[config.mk]
export PLATFORM = sky130hd
export DESIGN_NAME = stopwatch_counter
export DESIGN_NICKNAME = d
export VERILOG_FILES = /design/src/rtl/stopwatch_counter.sv
export SDC_FILE = /design/constraint.sdc
export NUM_CORES = 1
export LEC_CHECK = 0
export ABC_CLOCK_PERIOD_IN_PS = 7300
export CAP_MARGIN = 20
export CORE_MARGIN = 3
export CORE_UTILIZATION = 30
export DETAILED_ROUTE_END_ITERATION = 7
export HOLD_SLACK_MARGIN = 0.12
export MAX_ROUTING_LAYER = met4
export PLACE_DENSITY_LB_ADDON = 0.25
export SLEW_MARGIN = 40
export SYNTH_ARGS = -nofsm -noshare
export SYNTH_HDL_FRONTEND = slang
export SYNTH_SLANG_ARGS = --single-unit
[constraint.sdc]
create_clock -name clk -period 7.3 [get_ports clk]
set_input_delay 0.73 -clock clk [delete_from_list [all_inputs] [get_ports clk]]
set_output_delay 0.73 -clock clk [all_outputs]
set_load 0.005 [all_outputs]
[src/rtl/stopwatch_counter.sv]
// stopwatch_counter: up-counting BCD MM:SS stopwatch (00:00 .. 99:59).
// Start/stop, clear and lap-hold are edge-triggered on their rising edges.
// A prescaler produces a one-cycle tick every TICKS_PER_SEC running cycles.
// All outputs are registered, including the four display digits.
module stopwatch_counter #(
    parameter int TICKS_PER_SEC = 50000000
) (
    input  logic       clk,
    input  logic       reset,
    input  logic       start_stop,
    input  logic       clear,
    input  logic       lap,
    output logic [3:0] sec_ones,
    output logic [3:0] sec_tens,
    output logic [3:0] min_ones,
    output logic [3:0] min_tens,
    output logic       running,
    output logic       lap_active,
    output logic       at_max
);

    localparam int PW = (TICKS_PER_SEC > 2) ? $clog2(TICKS_PER_SEC) : 1;
    localparam logic [PW-1:0] PRESC_LAST = PW'(TICKS_PER_SEC - 1);
    // Packed count layout: {min_tens, min_ones, sec_tens, sec_ones}
    localparam logic [15:0] CNT_TOP = 16'h9959;

    typedef enum logic [1:0] {
        ST_IDLE,
        ST_RUNNING,
        ST_PAUSED,
        ST_MAXED
    } state_t;

    state_t         state_q, state_d;
    logic [PW-1:0]  presc_q, presc_d;
    logic [15:0]    cnt_q, cnt_d;
    logic [15:0]    lap_val_q, lap_val_d;
    logic           lap_active_q, lap_active_d;
    logic [15:0]    disp_q, disp_d;
    logic           running_q, running_d;
    logic           at_max_q, at_max_d;
    logic           ss_prev_q, clr_prev_q, lap_prev_q;

    logic           ss_ev, clr_ev, lap_ev;
    logic           tick;
    logic           cnt_at_top;

    // BCD ripple increment of the packed MM:SS value; 99:59 never reaches here.
    function automatic logic [15:0] bcd_inc(input logic [15:0] v);
        logic [3:0] so, st, mo, mt;
        so = v[3:0];
        st = v[7:4];
        mo = v[11:8];
        mt = v[15:12];
        if (so != 4'd9) begin
            so = so + 4'd1;
        end else begin
            so = 4'd0;
            if (st != 4'd5) begin
                st = st + 4'd1;
            end else begin
                st = 4'd0;
                if (mo != 4'd9) begin
                    mo = mo + 4'd1;
                end else begin
                    mo = 4'd0;
                    mt = mt + 4'd1;
                end
            end
        end
        return {mt, mo, st, so};
    endfunction

    // Edge detection, next-state, prescaler, count and lap-hold logic.
    always_comb begin
        ss_ev        = start_stop & ~ss_prev_q;
        clr_ev       = clear & ~clr_prev_q;
        lap_ev       = lap & ~lap_prev_q;
        tick         = (state_q == ST_RUNNING) && (presc_q == PRESC_LAST);
        cnt_at_top   = (cnt_q == CNT_TOP);

        state_d      = state_q;
        presc_d      = presc_q;
        cnt_d        = cnt_q;
        lap_val_d    = lap_val_q;
        lap_active_d = lap_active_q;

        if (clr_ev) begin
            state_d      = ST_IDLE;
            presc_d      = '0;
            cnt_d        = '0;
            lap_active_d = 1'b0;
        end else begin
            if (state_q == ST_RUNNING) begin
                presc_d = tick ? '0 : presc_q + PW'(1);
            end
            if (tick && !cnt_at_top) begin
                cnt_d = bcd_inc(cnt_q);
            end

            // start_stop outranks lap; a lap in the same cycle is dropped
            if (ss_ev) begin
                case (state_q)
                    ST_IDLE:    state_d = ST_RUNNING;
                    ST_PAUSED:  state_d = ST_RUNNING;
                    ST_RUNNING: state_d = ST_PAUSED;
                    default:    state_d = state_q;
                endcase
            end else if (lap_ev) begin
                if (state_q == ST_RUNNING) begin
                    if (lap_active_q) begin
                        lap_active_d = 1'b0;
                    end else begin
                        lap_active_d = 1'b1;
                        // capture the pre-increment value even if a tick coincides
                        lap_val_d    = cnt_q;
                    end
                end else if (state_q == ST_PAUSED) begin
                    lap_active_d = 1'b0;
                end
            end

            // reaching the top forces the live 99:59 onto the display
            if (tick && cnt_at_top) begin
                state_d      = ST_MAXED;
                lap_active_d = 1'b0;
            end
        end

        // digits follow the current (pre-edge) state, so they lag flags by one cycle
        disp_d    = lap_active_q ? lap_val_q : cnt_q;
        running_d = (state_d == ST_RUNNING);
        at_max_d  = (state_d == ST_MAXED);
    end

    // State, datapath and output registers; reset clears everything.
    always_ff @(posedge clk or posedge reset) begin
        if (reset) begin
            state_q      <= ST_IDLE;
            presc_q      <= '0;
            cnt_q        <= '0;
            lap_val_q    <= '0;
            lap_active_q <= 1'b0;
            disp_q       <= '0;
            running_q    <= 1'b0;
            at_max_q     <= 1'b0;
            // history starts high so a button held through reset is not an event
            ss_prev_q    <= 1'b1;
            clr_prev_q   <= 1'b1;
            lap_prev_q   <= 1'b1;
        end else begin
            state_q      <= state_d;
            presc_q      <= presc_d;
            cnt_q        <= cnt_d;
            lap_val_q    <= lap_val_d;
            lap_active_q <= lap_active_d;
            disp_q       <= disp_d;
            running_q    <= running_d;
            at_max_q     <= at_max_d;
            ss_prev_q    <= start_stop;
            clr_prev_q   <= clear;
            lap_prev_q   <= lap;
        end
    end

    assign sec_ones   = disp_q[3:0];
    assign sec_tens   = disp_q[7:4];
    assign min_ones   = disp_q[11:8];
    assign min_tens   = disp_q[15:12];
    assign running    = running_q;
    assign lap_active = lap_active_q;
    assign at_max     = at_max_q;

endmodule

==> summary.md <==
| Metric | Value |
|---|---|
| Max-Slew Margin vs Limit | `0.4932` |
| CTS Hold Bufs | `0` |
| N_diodes | `0` |
| Synth warn | `0` |
| Via count | `2787` |
| Area of the multi-input gates | `1812 um2` |
| Placer congestion estimate | `0.8087` |
| Via/cell ratio | `4.959` |
| Die Ht | `~120 um` |
| Post-synthesis sequential area ratio | `0.5227` |
| Worst Path Max Fanout | `14` |
| GRT Total Usage | `0.1206` |
| Reg area | `2057 um2` |
| Critical-path top delay cell | `nor4_1` |
| # H-tree levels | `3` |
| Status | `finished clean` |
| Critical Path RT | `7.56 ns` |
| Global Route met1 Usage | `0.1471` |
| Leakage Power | `2.013 nW` |
| Layout Nets | `399` |
| Initial DRC count | `238` |
| Most frequent cells in the layout | `78 x dfrtp_1, 43 x nor2_1, 29 x mux2_2` |
| Cell Pwr Density | `216.0 nW/um2` |
| Commonest non-fill, non-tap cell in the layout | `dfrtp_1` |
| Top Ports | `24` |
| Hold crit path type | `register to register` |
| Clock Tree Root | `clkbuf_16` |
| PostCTS Resize Cnt | `0` |
| Initial core utilization | `0.3091` |
| Worst VDD drop | `0.1120 mV` |
| # rows | `41` |
| IO buf count | `23` |
| TritonCTS clock tree | `done` |
| Top Usage Layer GRT | `met2` |
| Crit path largest cell delay | `0.72 ns` |
| Actual slew at the worst max-slew pin | `0.7533 ns` |
| Post-DP Area | `4369 um2` |
| Tcrit/Tclk final | `0.3662` |
| Layout area overhead | `18.55%` |
| FF-to-FF setup slack | `4.63 ns` |
| Setup TNS Final | `0 ns` |
| CP Launch Type | `register` |
| Initial antenna violation count | `0` |
| Number of synthesized flops with an enable pin | `0` |
| Max Freq | `374.0 MHz` |
| Worst setup EP type | `register` |
| Async SR Flop Fraction | `1.000` |
| Design Area, Final | `4662 um2` |
| Top FF cell, synth | `dfrtp_1` |
| Wirelength per Cell | `14.02 um` |
| Net Count, Synth | `between 300 and 400` |
| Finished Layout Cells | `approximately 560` |
| Overall power | `1.007 mW` |
| Netlist cell types | `52` |
| HPWL after DPL | `between 5000 and 6000 um` |
| First-pass detailed-route iteration total | `4` |
| Fraction of layout cells with a size suffix above 1 | `0.1641` |
| Mean Syn Cell Area | `roughly 11 um2` |
| Final WL | `just under 8000 um` |
| Post-synthesis cell area | `3933 um2` |
| Clock tree buffer depth | `2` |
| Met3 Track Usage GR | `0.03648` |
| Final hold viol count | `0` |
| Crit Path Class | `register to register` |
| Die ar. | `14520 um2` |
| Antenna viol nets, final | `0` |
| Vias in the first global route | `2797` |
| Maximum number of pins on one net before global-route repair | `83` |
| Final min period | `2.674 ns` |
| Residual DRC | `0` |
| Postcts setup bufs | `0` |
| Sink Count | `82` |
| Worst-path clk slew | `about 0.06 ns` |
| Global-route wire length before repair | `13790 um` |
| M2 GR Usage | `0.1966` |
| Filler cells | `1278` |
| Synth Instances | `358` |
| Max cap viols | `0` |
| Final setup violation count | `0` |
| Chip width | `120.5 um` |
| Critical-path cell list | `ha_1 -> nand3_1 -> nor4_1 -> nand3_2 -> or4_1 -> a21oi_1` |
| Grt ovf | `0` |
| Unrepaired setup endpoints after global routing | `no` |
| Fin. max-slew vios | `0` |
| CTS buffer count | `9` |
| Register bit count reported by yosys | `82` |
| Crit path DAT | `just under 3 ns` |
| Placed insts | `roughly 550` |
| Later-pin clock latency in the skew report | `between 0.3 and 0.4 ns` |
| Core Region | `between 10000 and 15000 um2` |
| Skew final | `0.009808 ns` |
-- cell usage after synthesis (all sizes together), types with 2 or more instances --
cell	number	share of area
dfrtp	79	0.50
nor2	43	0.041
mux2	30	0.086
nand2	26	0.025
nand3	18	0.024
xor2	16	0.036
a21oi	14	0.018
nand4	14	0.026
o21ai	13	0.017
ha	9	0.029
inv	9	0.0086
clkbuf	6	0.0057
nand3b	6	0.011
nor4	6	0.017
xnor2	6	0.013
or3	5	0.0080
and3	4	0.0064
and3b	4	0.0089
buf	4	0.0051
or4	4	0.0086
a211oi	3	0.0070
a32oi	3	0.0067
dfstp	3	0.020
nand2b	3	0.0048
nor2b	3	0.0048
o211ai	3	0.0057
o311ai	3	0.0086
o41ai	3	0.0086
and2	2	0.0032
nor3	2	0.0025
o31ai	2	0.0038
-- layout make-up --
cell class	instances	share of cell area
clock buffer	9	0.04831
clock inverter	7	0.01261
inverter	9	0.007515
multi-input combinational	257	0.3886
sequential	82	0.4412
tap	172	0.04616
timing repair buffer	26	0.05556
-- report_power, final --
group	total [mW]	switching [mW]	internal, mW
clock	0.427	0.191	0.236
combinational	0.0765	0.0362	0.0403
sequential	0.503	0.0305	0.472
total	1.01	0.258	0.749
-- metal layers --
metal,share of wire,up-vias
li1,-,1344
met1,0.47,1400
met2,0.49,37
met3,0.031,6
met4,0.0057,0
met5,0,-
-- cell families after synthesis --
family | count (synthesis) | synth area share
AOI/OAI and AO/OA | 48 | 0.08400
xor gates and xnor gates | 22 | 0.04900
adders and majority gates | 9 | 0.02864
buffers and inverters | 19 | 0.01941
DFF | 82 | 0.5228
muxes | 31 | 0.08845
and+or+nand+nor | 147 | 0.2078
-- flip-flops by register name (all words and copies together) (netlist names) --
register	cells
clr_prev_q	1
running	1
lap_active	1
presc_q	26
disp_q	16
at_max	1
ss_prev_q	1
cnt_q	16
lap_val_q	16
state_q	2
lap_prev_q	1
-- final timing paths --
kind                         startpoint           end  cells past startpoint
max in group asynchronous         reset    lap_active                      3
setup / recovery             presc_q[0]      cnt_q[4]                      6
hold / removal             lap_val_q[0]  lap_val_q[0]                      1
hold reg to reg            lap_val_q[0]  lap_val_q[0]                      1
setup reg to reg             presc_q[0]      cnt_q[4]                      6
min in group asynchronous         reset     disp_q[9]                      3
-- critical path: cells and delay by family (launching register included) --
kind	cells	cell delay [ns]
compound gates	1	0.15
fa+ha+maj	1	0.19
flops	1	0.40
simple gates	4	1.85
-- per-stage QoR --
stage	hold WS, ns	setup slack, ns	util
floorplan	0.4697	4.467	-
global placement	0.4833	4.346	0.3426
detailed placement	0.4929	4.255	0.3434
CTS	0.5083	4.611	0.3658
global route	0.5175	4.341	0.3664
finish	0.5018	4.626	0.3664
(Power assumes the default switching activity.)
